`config.mk`:
```
export PLATFORM = sky130hd
export DESIGN_NAME = mem_access_stage
export DESIGN_NICKNAME = d
export VERILOG_FILES = /design/src/rtl/mem_access_stage.sv
export SDC_FILE = /design/constraint.sdc
export NUM_CORES = 1
export LEC_CHECK = 0
export ABC_AREA = 0
export CAP_MARGIN = 20
export CORE_MARGIN = 3
export CORE_UTILIZATION = 49
export DETAILED_ROUTE_END_ITERATION = 16
export GPL_TIMING_DRIVEN = 0
export PLACE_DENSITY_LB_ADDON = 0.3
export SYNTH_ARGS = -nofsm -noshare
export SYNTH_HDL_FRONTEND = slang
export SYNTH_SLANG_ARGS = --single-unit
export TNS_END_PERCENT = 50
```
`constraint.sdc`:
```
create_clock -name clk -period 3 [get_ports clk]
set_input_delay 0.6 -clock clk [delete_from_list [all_inputs] [get_ports clk]]
set_output_delay 0.6 -clock clk [all_outputs]
set_load 0.01 [all_outputs]
```
`src/rtl/mem_access_stage.sv`:
```
// mem_access_stage
//   Memory-access pipeline stage. Non-memory results pass through with
//   one cycle of latency. Loads and stores are captured, issued to the
//   data memory from the REQ state, and return a single writeback beat.
//   A request that sees no dmem_ready for TIMEOUT cycles is abandoned
//   and reported with a timeout_err pulse.
//
//   Optional feature: define MEM_MISALIGN_TRAP_EN to trap misaligned
//   halfword/word accesses. A trapped access issues no memory request
//   and reports a misalign pulse. Without the macro, misalign is tied
//   low, halfword accesses use addr[1] only and word accesses ignore
//   addr[1:0].
//
// Parameters
//   TIMEOUT        REQ cycles to wait for dmem_ready before giving up
//
// Ports
//   clk, rst_n     clock, synchronous active-low reset
//   in_valid       execute-stage result valid
//   opcode, func3  instruction opcode and width/sign select
//   alu_result     ALU result; effective address for load/store
//   store_data     rs2 value for stores
//   rd_in          destination register
//   reg_write_in   writeback enable
//   stall          upstream must hold its inputs
//   dmem_req       memory request
//   dmem_we        write request
//   dmem_addr      word-aligned memory address
//   dmem_wdata     lane-replicated store data
//   dmem_be        byte enables
//   dmem_ready     request accepted/completed
//   dmem_rdata     read word
//   out_valid      writeback payload valid
//   out_result     writeback data
//   rd_out         destination register
//   reg_write_out  writeback enable
//   timeout_err    one-cycle timeout pulse
//   misalign       one-cycle misalignment pulse
module mem_access_stage #(
  parameter int TIMEOUT = 16
) (
  input  logic        clk,
  input  logic        rst_n,
  input  logic        in_valid,
  input  logic [6:0]  opcode,
  input  logic [2:0]  func3,
  input  logic [31:0] alu_result,
  input  logic [31:0] store_data,
  input  logic [4:0]  rd_in,
  input  logic        reg_write_in,
  output logic        stall,
  output logic        dmem_req,
  output logic        dmem_we,
  output logic [31:0] dmem_addr,
  output logic [31:0] dmem_wdata,
  output logic [3:0]  dmem_be,
  input  logic        dmem_ready,
  input  logic [31:0] dmem_rdata,
  output logic        out_valid,
  output logic [31:0] out_result,
  output logic [4:0]  rd_out,
  output logic        reg_write_out,
  output logic        timeout_err,
  output logic        misalign
);

  localparam int CNT_W = (TIMEOUT < 2) ? 1 : $clog2(TIMEOUT + 1);
  localparam logic [CNT_W-1:0] CNT_LAST = CNT_W'(TIMEOUT - 1);

  localparam logic [6:0] OP_LOAD  = 7'b0000011;
  localparam logic [6:0] OP_STORE = 7'b0100011;

  typedef enum logic {
    IDLE = 1'b0,
    REQ  = 1'b1
  } state_t;

  // Byte enables for a request. Loads always fetch the full word and
  // pick the lane on return.
  function automatic logic [3:0] byte_en(input logic       is_store,
                                         input logic [2:0] f3,
                                         input logic [1:0] off);
    if (!is_store) return 4'b1111;
    case (f3)
      3'b000:  return 4'b0001 << off;
      3'b001:  return 4'b0011 << {off[1], 1'b0};
      default: return 4'b1111;
    endcase
  endfunction

  // Replicate the store operand across every lane it could land in, so
  // the byte enables alone pick the destination bytes.
  function automatic logic [31:0] lane_rep(input logic [2:0]  f3,
                                           input logic [31:0] d);
    case (f3)
      3'b000:  return {4{d[7:0]}};
      3'b001:  return {2{d[15:0]}};
      default: return d;
    endcase
  endfunction

  // Select the addressed lane of the read word and extend it.
  function automatic logic [31:0] load_ext(input logic [2:0]  f3,
                                           input logic [1:0]  off,
                                           input logic [31:0] word);
    logic        [7:0]  b;
    logic        [15:0] h;
    logic signed [7:0]  sb;
    logic signed [15:0] sh;
    b  = 8'(word >> {off, 3'b000});
    h  = 16'(word >> {off[1], 4'b0000});
    sb = signed'(b);
    sh = signed'(h);
    case (f3)
      3'b000:  return 32'(sb);
      3'b001:  return 32'(sh);
      3'b100:  return {24'd0, b};
      3'b101:  return {16'd0, h};
      default: return word;
    endcase
  endfunction

`ifdef MEM_MISALIGN_TRAP_EN
  function automatic logic is_misaligned(input logic [2:0] f3,
                                         input logic [1:0] off);
    case (f3)
      3'b001, 3'b101: return off[0];
      3'b010:         return off != 2'b00;
      default:        return 1'b0;
    endcase
  endfunction
`endif

  state_t            state_q, state_d;
  logic [CNT_W-1:0]  cnt_p0;
  logic [31:0]       addr_p0;
  logic [2:0]        func3_p0;
  logic [31:0]       wdata_p0;
  logic [3:0]        be_p0;
  logic [4:0]        rd_p0;
  logic              store_p0;

  logic              is_mem;
  logic              is_store;
  logic              trap;
  logic              accept_mem;
  logic              done;
  logic              tmo;

  assign is_store = (opcode == OP_STORE);
  assign is_mem   = (opcode == OP_LOAD) || is_store;

`ifdef MEM_MISALIGN_TRAP_EN
  assign trap = (state_q == IDLE) && in_valid && is_mem &&
                is_misaligned(func3, alu_result[1:0]);
`else
  assign trap = 1'b0;
`endif

  // Next-state: dmem_ready takes priority over the timeout, so a reply in
  // the last allowed cycle still completes normally.
  always_comb begin
    state_d    = state_q;
    accept_mem = 1'b0;
    done       = 1'b0;
    tmo        = 1'b0;
    case (state_q)
      IDLE: begin
        if (in_valid && is_mem && !trap) begin
          state_d    = REQ;
          accept_mem = 1'b1;
        end
      end
      REQ: begin
        if (dmem_ready) begin
          state_d = IDLE;
          done    = 1'b1;
        end else if (cnt_p0 == CNT_LAST) begin
          state_d = IDLE;
          tmo     = 1'b1;
        end
      end
      default: state_d = IDLE;
    endcase
  end

  // Stage p0: captured request and writeback outputs
  always_ff @(posedge clk) begin
    if (!rst_n) begin
      state_q       <= IDLE;
      cnt_p0        <= '0;
      addr_p0       <= '0;
      func3_p0      <= '0;
      wdata_p0      <= '0;
      be_p0         <= '0;
      rd_p0         <= '0;
      store_p0      <= 1'b0;
      out_valid     <= 1'b0;
      out_result    <= '0;
      rd_out        <= '0;
      reg_write_out <= 1'b0;
      timeout_err   <= 1'b0;
      misalign      <= 1'b0;
    end else begin
      state_q     <= state_d;
      out_valid   <= 1'b0;
      timeout_err <= 1'b0;
      misalign    <= 1'b0;

      if (accept_mem) begin
        cnt_p0   <= '0;
        addr_p0  <= alu_result;
        func3_p0 <= func3;
        wdata_p0 <= is_store ? lane_rep(func3, store_data) : 32'd0;
        be_p0    <= byte_en(is_store, func3, alu_result[1:0]);
        rd_p0    <= rd_in;
        store_p0 <= is_store;
      end else if (state_q == REQ) begin
        cnt_p0 <= cnt_p0 + 1'b1;
      end

      if (state_q == IDLE && in_valid && !is_mem) begin
        out_valid     <= 1'b1;
        out_result    <= alu_result;
        rd_out        <= rd_in;
        reg_write_out <= reg_write_in;
      end

      if (trap) begin
        out_valid     <= 1'b1;
        out_result    <= '0;
        rd_out        <= rd_in;
        reg_write_out <= 1'b0;
        misalign      <= 1'b1;
      end

      if (done) begin
        out_valid     <= 1'b1;
        out_result    <= store_p0 ? 32'd0 :
                         load_ext(func3_p0, addr_p0[1:0], dmem_rdata);
        rd_out        <= rd_p0;
        reg_write_out <= !store_p0;
      end

      if (tmo) begin
        out_valid     <= 1'b1;
        out_result    <= '0;
        rd_out        <= rd_p0;
        reg_write_out <= 1'b0;
        timeout_err   <= 1'b1;
      end
    end
  end

  // Memory bus is driven only while a request is outstanding and stays
  // stable for its whole duration because it comes from captured state.
  assign stall      = (state_q == REQ);
  assign dmem_req   = stall;
  assign dmem_we    = stall && store_p0;
  assign dmem_addr  = stall ? {addr_p0[31:2], 2'b00} : 32'd0;
  assign dmem_be    = stall ? be_p0 : 4'd0;
  assign dmem_wdata = stall ? wdata_p0 : 32'd0;

endmodule
```
==> results of run 1 <==
==> worst paths after layout <==
path                                  to  slack, ns  cells after the start
max reg2reg  out_result[20]$_SDFFE_PP0P_       0.62                      8
min            wdata_p0[16]$_SDFFE_PN0P_       0.44                      2
max                        dmem_addr[31]       0.21                      4
min reg2reg    wdata_p0[16]$_SDFFE_PN0P_       0.44                      2
==> kinds of logic after synthesis <==
logic type / Yosys count
other cells: 1
xor+xnor: 3
flops: 123
buf+inv: 74
compound gates: 237
simple gates: 288
fa+ha+maj: 2
mux: 40
==> routing by layer <==
| metal | vias to the layer above | track usage [%] |
|---|---|---|
| li1 | 3183 | - |
| met1 | 3044 | 38.7 |
| met2 | 305 | 46.2 |
| met3 | 57 | 7.89 |
| met4 | 0 | 14.9 |
| met5 | - | 0 |
==> Yosys cell counts, drive strengths merged (4+ instances only) <==
library cell  number
o31ai              8
o21ai             76
a22o               9
o221ai             7
nand3             11
a211o             16
o31a               7
and2              71
inv                5
buf               33
a31oi              9
nor2              21
nor3               4
nor2b              5
nand4              8
mux2i             38
nor3b              7
dfxtp            123
clkbuf            36
o21a               7
a21oi             69
nand2            142
or3b               8
a2bb2oi           16
o221a              4
==> power groups by stage <==
stage	clock network (W)	registers [W]	logic [W]
4_1_cts	0.00201	0.00170	0.000501
6_report	0.00201	0.00170	0.000507
3_3_place_gp	0	0.00173	0.000491
2_1_floorplan	0	0.00175	0.000170
5_1_grt	0.00209	0.00170	0.000541
3_5_place_dp	0	0.00173	0.000497
==> stage by stage <==
stage	util, %	hold slack (ns)	worst slack (ns)	std cells
after global routing	75.9	0.468	0.0961	1193
final	75.9	0.444	0.214	1193
after detailed placement	71.1	0.435	0.181	1162
after floorplan	-	0.417	1.08	770
after CTS	75.9	0.444	0.228	1193
after global placement	71.1	0.427	0.224	1162
==> registers in the layout, summed over array words and instances, names as in the netlist <==
| signal | cells |
|---|---|
| dmem_req | 1 |
| wdata_p0 | 32 |
| out_valid | 1 |
| timeout_err | 1 |
| func3_p0 | 3 |
| rd_out | 5 |
| store_p0 | 1 |
| rd_p0 | 5 |
| addr_p0 | 32 |
| cnt_p0 | 5 |
| out_result | 32 |
| reg_write_out | 1 |
| be_p0 | 4 |
==> what timing repair did <==
item | in CTS | in global routing
resized for setup | 1 | 0
endpoints found under the setup margin | 59 | 0
setup buffers | 0 | 0
==> worst max-delay path: cells and delay by family, from the launching register on <==
family / cells / cell delay, ns
AND/OR/NAND/NOR: 1 / 0.20
buffers and inverters: 3 / 1.17
flip-flops: 1 / 0.40
==> cell type report <==
cell class	count	area (µm²)	share of cell area [%]
plain buffers	68	318	3.44
clock buffers	23	498	5.40
clock inverters	9	86.3	0.935
inverters	5	18.8	0.203
multi-input cells	573	3390	36.8
flip-flops and latches	123	2460	26.7
well taps	168	210	2.28
repair buffers	224	2240	24.3
==> implementation parameters, run 1 <==
Parameter                              Value

Outcome
  Run status ... complete, no violations

Logic synthesis
  Synth Area in Simple Gates ... a little under a quarter
  Adder-cell area share of the yosys netlist ... less than 1%
  Xor and xnor area share after synthesis ... 0.425%
  Total standard cell area after synthesis ... 6190 µm²
  Number of warnings printed during yosys synthesis ... 0
  Cell types occupying the most area after synthesis ... dfxtp_1, nand2_1, and2_1
  Most instantiated flip-flop cell in the synthesis netlist ... dfxtp_1
  Main combinational cell family by area after synthesis ... compound AO/OA/AOI/OAI gates
  Cell taking the most area after synthesis ... dfxtp_1
  Share of flip-flops with an asynchronous set or reset after synthesis ... 0%
  Multiplexer share of the synthesized area ... 6.57%
  Fraction of the mapped netlist area in compound gates ... 24.2%
  Fraction of synthesized cell area taken by the top area cell type ... 39.8%
  Cells after synthesis ... 768
  Sequential share of the synthesized area ... 39.8%
  Post-synth EDFFs ... 0
  Mean Syn Cell Area ... 8.06 µm²
  Post-synthesis register bit count ... 123
  Number of different library cells in the post-synthesis netlist ... 52

Power
  Switch Pwr ... 0.00101 W
  Cell internal pwr ... ~0.0032 W
  Clock Power Share ... 47.7%
  Power Density ... roughly 460 nW/µm²
  Worst vdd rail ir drop ... 0.000372 V
  Flop pwr share ... 40.3%
  Total Power ... 0.00422 W
  Leakage power total ... about 3.4 nW
  Gate power share ... 12.0%
  Sw Share ... 24.0%

Detailed routing
  Wl on met1 ... 8920 µm
  Vias ... 6589
  Avg Vias per Cell ... 5.52
  Number of DRC markers after the initial detailed-route iteration ... approximately 560
  Average wire length per cell after detail routing ... 17.8 µm
  Antenna-violating nets left ... 0
  Detailed route wirelength on metal2 ... 9640 µm
  Post-detailed-route DRC marker count ... 0
  Wire length reported by the detailed router ... 21200 µm
  Number of iterations in the first detailed-routing pass ... 5
  Max Used Layer ... met4
  Routed wire length on met3 ... between 1500 and 2000 µm

Clock network
  Number of buffers created by CTS ... 17
  Buffer cell driving the clock tree root ... clkbuf_16
  # hold bufs at CTS ... 0
  Longest Clk Path Bufs ... 2
  Clk sink count ... 123
  Clock network latency to the later pin of the worst-skew pair ... 0.42 ns
  Clock slew seen by the registers of the worst setup and hold paths ... about 0.06 ns
  TritonCTS clock tree ... yes
  H-Tree Level Count ... 4

Global route
  Global-route usage over all layers ... 29.9%
  Number of global-route vias before repair ... around 6400
  Pin count of the biggest net entering global routing ... 19
  Initial antenna violation count ... 0
  Residual overflow from global routing ... 0
  First-pass GRT wire length ... 33500 µm

Layout
  Synthesis-to-layout area growth ... 49.2%
  Fill cell total of the finished layout ... 905
  Final instance area ... 9230 µm²
  Final Net Count ... 1130
  Layout cells sized above 1 ... 8.29%
  Antenna diode instance count ... 0
  Most common library cell in the layout ignoring fill and taps ... clkdlybuf4s50_1
  Most frequent cells in the layout ... clkdlybuf4s50_1, nand2_1, dfxtp_1, o21ai_0, and2_1

Setup path
  Cells traversed along the worst timing path ... buf_4, clkbuf_1, and2_1, clkdlybuf4s50_1
  Max incr delay on CP ... 0.56 ns
  Critical path required time ... roughly 2.4 ns
  Setup CP Type ... reg2out
  Cell with the largest stage delay on the worst path ... clkdlybuf4s50_1
  Crit path DAT ... 2.19 ns
  Endpoint class of the critical path ... primary output
  Timing startpoint of the critical path ... dmem_req$_SDFF_PN0_
  Critical R2R Launch ... cnt_p0[0]$_SDFFE_PP0P_
  Worst Setup Start Kind ... flip-flop
  Critical path peak fanout ... 18

Timing
  Shortest clock period the worst path allows after layout ... 2.79 ns
  Setup repair after global routing missed its margin ... false
  Total count of hold-check failures in the final report ... 0
  Upper clock frequency limit ... 359 MHz
  Slew @ Worst Pin ... 0.891 ns
  Setup-failing EPs final ... 0
  Relative slew slack ... about two fifths
  Worst clock skew ... 0.00589 ns
  Sum Neg Setup Slack ... 0 ns
  Slew Limit Fails ... 0
  Fin crit share ... roughly 93%

Floorplanning
  Die width ... 118 µm
  Row count ... 40
  IO Pins ... 228
  DIE AREA ... 14000 µm²
  Initial cell density of the core ... 50.9%
  Height of the die ... between 100 and 150 µm
  Core area ... between 10000 and 15000 µm²

Place
  Standard cell area after detailed placement ... 8650 µm²
  Final HPWL from detailed placement ... 16100 µm
  Port Buffer Count ... 224
  Global placer's final weighted congestion ... approximately 0.97

Hold path
  Worst min-delay path category ... reg2reg
  Worst min-delay path startpoint ... wdata_p0[16]$_SDFFE_PN0P_

Job
  Max-Cap Viols ... 0
No activity file was read; power rests on OpenSTA's default activity.
==> run 2, diff against run 1 <==
Settings changed: CORE_ASPECT_RATIO set to 0.7, SETUP_SLACK_MARGIN set to 0.5.
==> implementation parameters, run 2 (synthesis results as in run 1) <==
Parameter                              Value

Layout
  Synthesis-to-layout area growth ... 51.0%
  Final instance area ... 9350 µm² (+1.2%)
  Final Net Count ... 1131 (+0.088%)
  Area taken by flip-flops and latches ... 2460 µm² (about the same)
  Area used by multi-input combinational logic ... 3390 µm² (unchanged)
  Antenna diode instance count ... 0 (unchanged)
  Top flop regs ... addr_p0 (32), out_result (32), wdata_p0 (32)
  Utilization after layout ... 77.8% (+1.9 points)
  Layout cells sized above 1 ... 9.06% (+0.77 points)
  Most common library cell in the layout ignoring fill and taps ... clkdlybuf4s50_1
  Fill cell total of the finished layout ... 841 (-7.1%)
  Most frequent cells in the layout ... clkdlybuf4s50_1, nand2_1, dfxtp_1, o21ai_0, and2_1

Detailed routing
  Post-detailed-route DRC marker count ... 0 (unchanged)
  Number of DRC markers after the initial detailed-route iteration ... 555 (-1.6%)
  Avg Vias per Cell ... 5.78 (+4.7%)
  Wire length reported by the detailed router ... 22700 µm (+7.2%)
  Number of iterations in the first detailed-routing pass ... 6 (+1)
  Vias ... 6839 (+3.8%)
  Antenna-violating nets left ... 0 (unchanged)
  Average wire length per cell after detail routing ... 19.2 µm (+8.1%)

Power
  Gate power share ... 11.5% (-0.5 points)
  Power Density ... 484 nW/µm² (+6.0%)
  Leakage power total ... 3.93 nW (+14%)
  Flop pwr share ... 37.6% (-2.7 points)
  Clock Power Share ... 50.9% (+3.2 points)
  Cell internal pwr ... 0.00346 W (+8.0%)
  Switch Pwr ... 0.00106 W (+5.0%)
  Sw Share ... 23.5% (-0.52 points)
  Worst vdd rail ir drop ... 0.000470 V (+26%)

Setup path
  Worst Setup Start Kind ... flip-flop
  Delay-heaviest family, CP ... buffers and inverters
  Count of buffering cells on the critical path with inverters included ... 4 (+1)
  Critical path peak fanout ... 10 (-8)
  Max incr delay on CP ... 0.56 ns (about the same)
  Setup slack on the worst flop-to-flop path ... 0.61 ns (about the same)
  Cells traversed along the worst timing path ... buf_6, buf_8, clkbuf_4, and2_1, clkdlybuf4s50_1
  Critical path required time ... 2.40 ns (about the same)
  Endpoint class of the critical path ... primary output
  Crit path depth ... 5 (+1)
  Cell with the largest stage delay on the worst path ... clkdlybuf4s50_1
  End of the worst register-to-register path ... out_result[22]$_SDFFE_PP0P_
  Setup CP Type ... reg2out
  Depth of the worst register-to-register path ... 8 (unchanged)
  Crit path DAT ... 1.95 ns (-0.24 ns)
  Critical R2R Launch ... cnt_p0[0]$_SDFFE_PP0P_

Clock network
  Clk sink count ... 123 (unchanged)
  Post-CTS Repair Setup Buffers ... 0 (unchanged)
  Longest Clk Path Bufs ... 2 (unchanged)
  Clock network latency to the later pin of the worst-skew pair ... 0.42 ns (about the same)
  Clock slew seen by the registers of the worst setup and hold paths ... 0.06 ns (about the same)
  H-Tree Level Count ... 4 (unchanged)
  Number of buffers created by CTS ... 17 (unchanged)
  Buffer cell driving the clock tree root ... clkbuf_16
  # hold bufs at CTS ... 0 (unchanged)
  TritonCTS clock tree ... yes

Timing
  Worst clock skew ... 0.00587 ns (-0.0000140 ns)
  Setup ws final ... 0.451 ns (+0.237 ns)
  Setup repair after global routing missed its margin ... true
  Fin Hold WS ... 0.448 ns (+0.00411 ns)
  Fin crit share ... 85.0% (-7.9 points)
  Slew @ Worst Pin ... 0.966 ns (+0.0749 ns)
  Setup-failing EPs final ... 0 (unchanged)
  Sum Neg Setup Slack ... 0 ns (unchanged)
  Shortest clock period the worst path allows after layout ... 2.55 ns (-0.237 ns)
  Total count of hold-check failures in the final report ... 0 (unchanged)
  Upper clock frequency limit ... 392 MHz (+9.3%)
  Relative slew slack ... 35.3% (-5.0 points)
  Slew Limit Fails ... 0 (unchanged)

Place
  Port Buffer Count ... 224 (unchanged)
  Standard cell area after detailed placement ... 8630 µm² (-0.16%)
  Global placer's final weighted congestion ... 0.962 (-0.85%)
  Final HPWL from detailed placement ... 17000 µm (+6.1%)
  Pre-CTS setup slack ... 0.123 ns (-0.0585 ns)

Hold path
  Worst-case hold path end point ... wdata_p0[31]$_SDFFE_PN0P_
  Worst min-delay path startpoint ... wdata_p0[31]$_SDFFE_PN0P_
  Worst min-delay path category ... reg2reg
  Number of cells on the worst hold path ... 2 (unchanged)

Outcome
  Run status ... complete, no violations

Floorplanning
  DIE AREA ... 14000 µm² (+0.15%)
  Initial cell density of the core ... 51.5% (+0.62 points)
  IO Pins ... 228 (unchanged)
  Die width ... 140 µm (+19%)
  Row count ... 33 (-18%)
  Core area ... 12000 µm² (-1.2%)
  Height of the die ... 100 µm (-16%)

Global route
  Pin count of the biggest net entering global routing ... 17 (-2)
  Global-route usage over all layers ... 31.1% (+1.2 points)
  Initial antenna violation count ... 0 (unchanged)
  First-pass GRT wire length ... 34200 µm (+2.1%)
  Residual overflow from global routing ... 0 (unchanged)
  Number of global-route vias before repair ... 6297 (-1.5%)

Job
  Max-Cap Viols ... 0 (unchanged)
-- run 2: changes by cell type in the layout (fill, tap and decap cells not counted), sizes merged --
cell and delta:
clkinvlp -3, dlygate4sd2 +33, clkinv +2, clkdlybuf4s50 -46, buf +4, clkbuf -7
bufinv +4, dlymetal6s2s +13, inv +1
-- run 2: worst min-delay path: cells and delay by family, from the launching register on --
family             cells  cell delay, ns
AOI/OAI and AO/OA      1            0.06
DFF                    1            0.32
and+or+nand+nor        1            0.04
-- run 2: per-stage QoR --
step / total power, W / cells
floorplan: 0.00192 / 770
global placement: 0.00223 / 1151
detailed placement: 0.00224 / 1151
CTS: 0.00451 / 1183
global route: 0.00462 / 1183
finish: 0.00452 / 1183
-- run 2: area by class of cell --
cell class	instances	area share, %
repair buffers	224	23.9
plain buffers	69	4.08
inverters	5	0.201
multi-input cells	573	36.3
flip-flops and latches	123	26.4
well taps	157	2.10
clock inverters	13	2.29
clock buffers	19	4.74
-- run 2: worst max path at each step --
stage,startpoint,to
after floorplan,cnt_p0[0]$_SDFFE_PP0P_,out_result[20]$_SDFFE_PP0P_
after global placement,opcode[1],out_result[2]$_SDFFE_PP0P_
after detailed placement,opcode[1],out_result[2]$_SDFFE_PP0P_
after CTS,dmem_req$_SDFF_PN0_,dmem_addr[18]
after global routing,cnt_p0[0]$_SDFFE_PP0P_,out_result[22]$_SDFFE_PP0P_
final,dmem_req$_SDFF_PN0_,dmem_wdata[12]
-- run 2: routing by layer --
metal / track usage (%) / vias to the layer above / part of all wire [%]
met5: 0 / - / 0
li1: - / 3188 / -
met4: 7.37 / 0 / 1.6
met2: 46.6 / 371 / 44
met1: 45.8 / 3238 / 45
met3: 6.90 / 42 / 9.6
-- run 2: power groups by stage --
| stage | combinational (W) | clock [W] | sequential (W) |
|---|---|---|---|
| 6_report | 0.000522 | 0.00230 | 0.00170 |
| 5_1_grt | 0.000550 | 0.00237 | 0.00170 |
| 3_3_place_gp | 0.000500 | 0 | 0.00173 |
| 3_5_place_dp | 0.000508 | 0 | 0.00173 |
| 4_1_cts | 0.000512 | 0.00230 | 0.00170 |
| 2_1_floorplan | 0.000170 | 0 | 0.00175 |
-- run 2: repair_timing --
item / CTS / global route
endpoints found under the hold margin: 0 / 0
resized for setup: 53 / 20
endpoints found under the setup margin: 67 / 42
pin swaps: 0 / 0
==> run 3, diff against run 2 <==
Settings changed: CORE_UTILIZATION 49 to 45.
Clock period 3 ns to 2.5 ns, I/O delays scaled along.
==> implementation parameters, run 3 (synthesis results as in run 1) <==
Parameter                              Value

Outcome
  Run status ... complete, no violations

Setup path
  End of the worst register-to-register path ... out_result[10]$_SDFFE_PP0P_
  Endpoint class of the critical path ... flip-flop
  Worst Setup Start Kind ... primary input
  Crit path DAT ... 2.33 ns (+0.38 ns)
  Setup CP Type ... in2reg
  Critical path required time ... 2.79 ns (+0.39 ns)
  Critical R2R Launch ... addr_p0[1]$_SDFFE_PN0P_
  Setup slack on the worst flop-to-flop path ... 0.58 ns (-0.03 ns)
  Depth of the worst register-to-register path ... 5 (-3)
  Critical path peak fanout ... 10 (unchanged)

Hold path
  Worst-case hold path end point ... wdata_p0[27]$_SDFFE_PN0P_
  Worst min-delay path startpoint ... wdata_p0[27]$_SDFFE_PN0P_
  Worst min-delay path category ... reg2reg
  Number of cells on the worst hold path ... 2 (unchanged)

Layout
  Top flop regs ... addr_p0 (32), out_result (32), wdata_p0 (32)
  Most frequent cells in the layout ... clkdlybuf4s50_1, nand2_1, dfxtp_1, buf_2, o21ai_0
  Most common library cell in the layout ignoring fill and taps ... clkdlybuf4s50_1
  Antenna diode instance count ... 0 (unchanged)
  Number of non-filler instances in the completed layout ... 1224 (+3.5%)
  Synthesis-to-layout area growth ... 51.7%
  Final Net Count ... 1144 (+1.1%)
  Layout cells sized above 1 ... 18.2% (+9.1 points)
  Utilization after layout ... 70.5% (-7.3 points)

Detailed routing
  Antenna-violating nets left ... 0 (unchanged)
  Average wire length per cell after detail routing ... 18.8 µm (-2.1%)
  Number of iterations in the first detailed-routing pass ... 5 (-1)
  Number of DRC markers after the initial detailed-route iteration ... 707 (+27%)
  Avg Vias per Cell ... 5.55 (-4.0%)
  Vias ... 6795 (-0.64%)
  Wire length reported by the detailed router ... 23000 µm (+1.3%)
  Post-detailed-route DRC marker count ... 0 (unchanged)

Floorplanning
  Core area ... 13300 µm² (+11%)
  Initial cell density of the core ... 46.5% (-5.0 points)
  DIE AREA ... 15200 µm² (+8.4%)
  Row count ... 35 (+6.1%)
  Die width ... 146 µm (+4.2%)
  Height of the die ... 104 µm (+4.1%)
  IO Pins ... 228 (unchanged)

Global route
  First-pass GRT wire length ... 34500 µm (+0.79%)
  Number of global-route vias before repair ... 6249 (-0.76%)
  Global-route usage over all layers ... 28.5% (-2.6 points)
  Pin count of the biggest net entering global routing ... 17 (unchanged)
  Initial antenna violation count ... 0 (unchanged)
  Residual overflow from global routing ... 0 (unchanged)

Timing
  Setup ws final ... 0.469 ns (+0.0185 ns)
  Worst clock skew ... 0.00910 ns (+0.00323 ns)
  Relative slew slack ... 57.6% (+22 points)
  Slew @ Worst Pin ... 0.636 ns (-0.329 ns)
  Shortest clock period the worst path allows after layout ... 2.03 ns
  Setup-failing EPs final ... 0 (unchanged)
  Upper clock frequency limit ... 492 MHz
  Setup repair after global routing missed its margin ... true
  Fin crit share ... about four fifths
  Total count of hold-check failures in the final report ... 0 (unchanged)
  Slew Limit Fails ... 0 (unchanged)

Power
  Leakage power total ... 3.84 nW (-2.2%)
  Worst vdd rail ir drop ... 0.000597 V (+27%)
  Power Density ... 555 nW/µm² (+15%)

Clock network
  Buffer cell driving the clock tree root ... clkbuf_16
  H-Tree Level Count ... 4 (unchanged)
  Clock slew seen by the registers of the worst setup and hold paths ... 0.06 ns (about the same)
  Longest Clk Path Bufs ... 2 (unchanged)
  Clock network latency to the later pin of the worst-skew pair ... 0.42 ns (about the same)
  # hold bufs at CTS ... 0 (unchanged)
  Clk sink count ... 123 (unchanged)
  Number of buffers created by CTS ... 17 (unchanged)
  TritonCTS clock tree ... yes

Place
  Placed Cells ... 1179 (+2.4%)
  Final HPWL from detailed placement ... 16900 µm (-0.88%)
  Pre-CTS setup slack ... -0.219 ns (-0.342 ns)
  Global placer's final weighted congestion ... 0.939 (-2.3%)
  Port Buffer Count ... 224 (unchanged)

Job
  Max-Cap Viols ... 0 (unchanged)
-- run 3: changes by cell type in the layout (fill, tap and decap cells not counted), sizes merged --
cell           delta
clkinv            +1
clkbuf            +5
clkinvlp          +1
clkdlybuf4s50    -23
bufinv            -3
dlygate4sd2      -26
dlymetal6s2s     -10
buf              +68
-- run 3: area by class of cell --
type / count / area [µm²]
Sequential cell: 123 / 2460
Clock buffer: 20 / 467
Multi-Input combinational cell: 573 / 3490
Timing Repair Buffer: 237 / 2060
Clock inverter: 12 / 139
Tap cell: 185 / 231
Inverter: 5 / 18.8
Fill cell: 1074 / 3920
Buffer: 69 / 519
-- run 3: worst max-delay path, stage by stage --
cell,delay (ns)
clkdlybuf4s50_1,0.44
nor4_4,0.40
buf_4,0.18
a21o_1,0.11
buf_4,0.20
nand2_4,0.13
clkbuf_4,0.22
a2bb2oi_1,0.14
-- run 3: layer usage --
| layer | part of all wire (%) | wire (µm) | GRT usage (%) |
|---|---|---|---|
| met1 | 47 | 10900 | 43.5 |
| met2 | 41 | 9460 | 39.6 |
| met3 | 9.7 | 2220 | 6.97 |
| met4 | 1.9 | 433 | 7.79 |
| met5 | 0 | 0 | 0 |
-- run 3: worst max-delay path by stage --
stage,startpoint,end,slack [ns],depth (start not counted)
3_3_place_gp,opcode[1],out_result[1]$_SDFFE_PP0P_,-0.22,7
6_report,opcode[2],out_result[25]$_SDFFE_PP0P_,0.47,8
4_1_cts,opcode[3],out_result[25]$_SDFFE_PP0P_,0.24,7
2_1_floorplan,cnt_p0[0]$_SDFFE_PP0P_,out_result[20]$_SDFFE_PP0P_,0.58,8
3_5_place_dp,opcode[1],out_result[1]$_SDFFE_PP0P_,-0.22,7
5_1_grt,opcode[2],out_result[22]$_SDFFE_PP0P_,0.39,8
-- run 3: where the power goes --
group          switching [W]  leakage [nW]  total (W)  internal, W
combinational       0.000294          2.55   0.000649     0.000355
sequential         0.0000298          1.00    0.00204      0.00201
clock               0.000966         0.291    0.00252      0.00156
-- run 3: metrics by stage --
stage / instance area [µm²] / hold slack, ns / total power (W) / setup TNS [ns]
after floorplan: 6200 / 0.417 / 0.00230 / 0
after global placement: 8670 / 0.427 / 0.00268 / -4.76
after detailed placement: 8670 / 0.434 / 0.00269 / -4.61
after CTS: 9150 / 0.448 / 0.00517 / 0
after global routing: 9390 / 0.462 / 0.00535 / 0
final: 9390 / 0.445 / 0.00521 / 0
-- run 3: timing repair --
| action | 4_1_cts | 5_1_grt |
|---|---|---|
| setup endpoints to repair | 132 | 183 |
| gates cloned | 0 | 2 |
| resized for setup | 275 | 77 |
| buffers inserted | 3 | 8 |
| pin swaps | 0 | 2 |
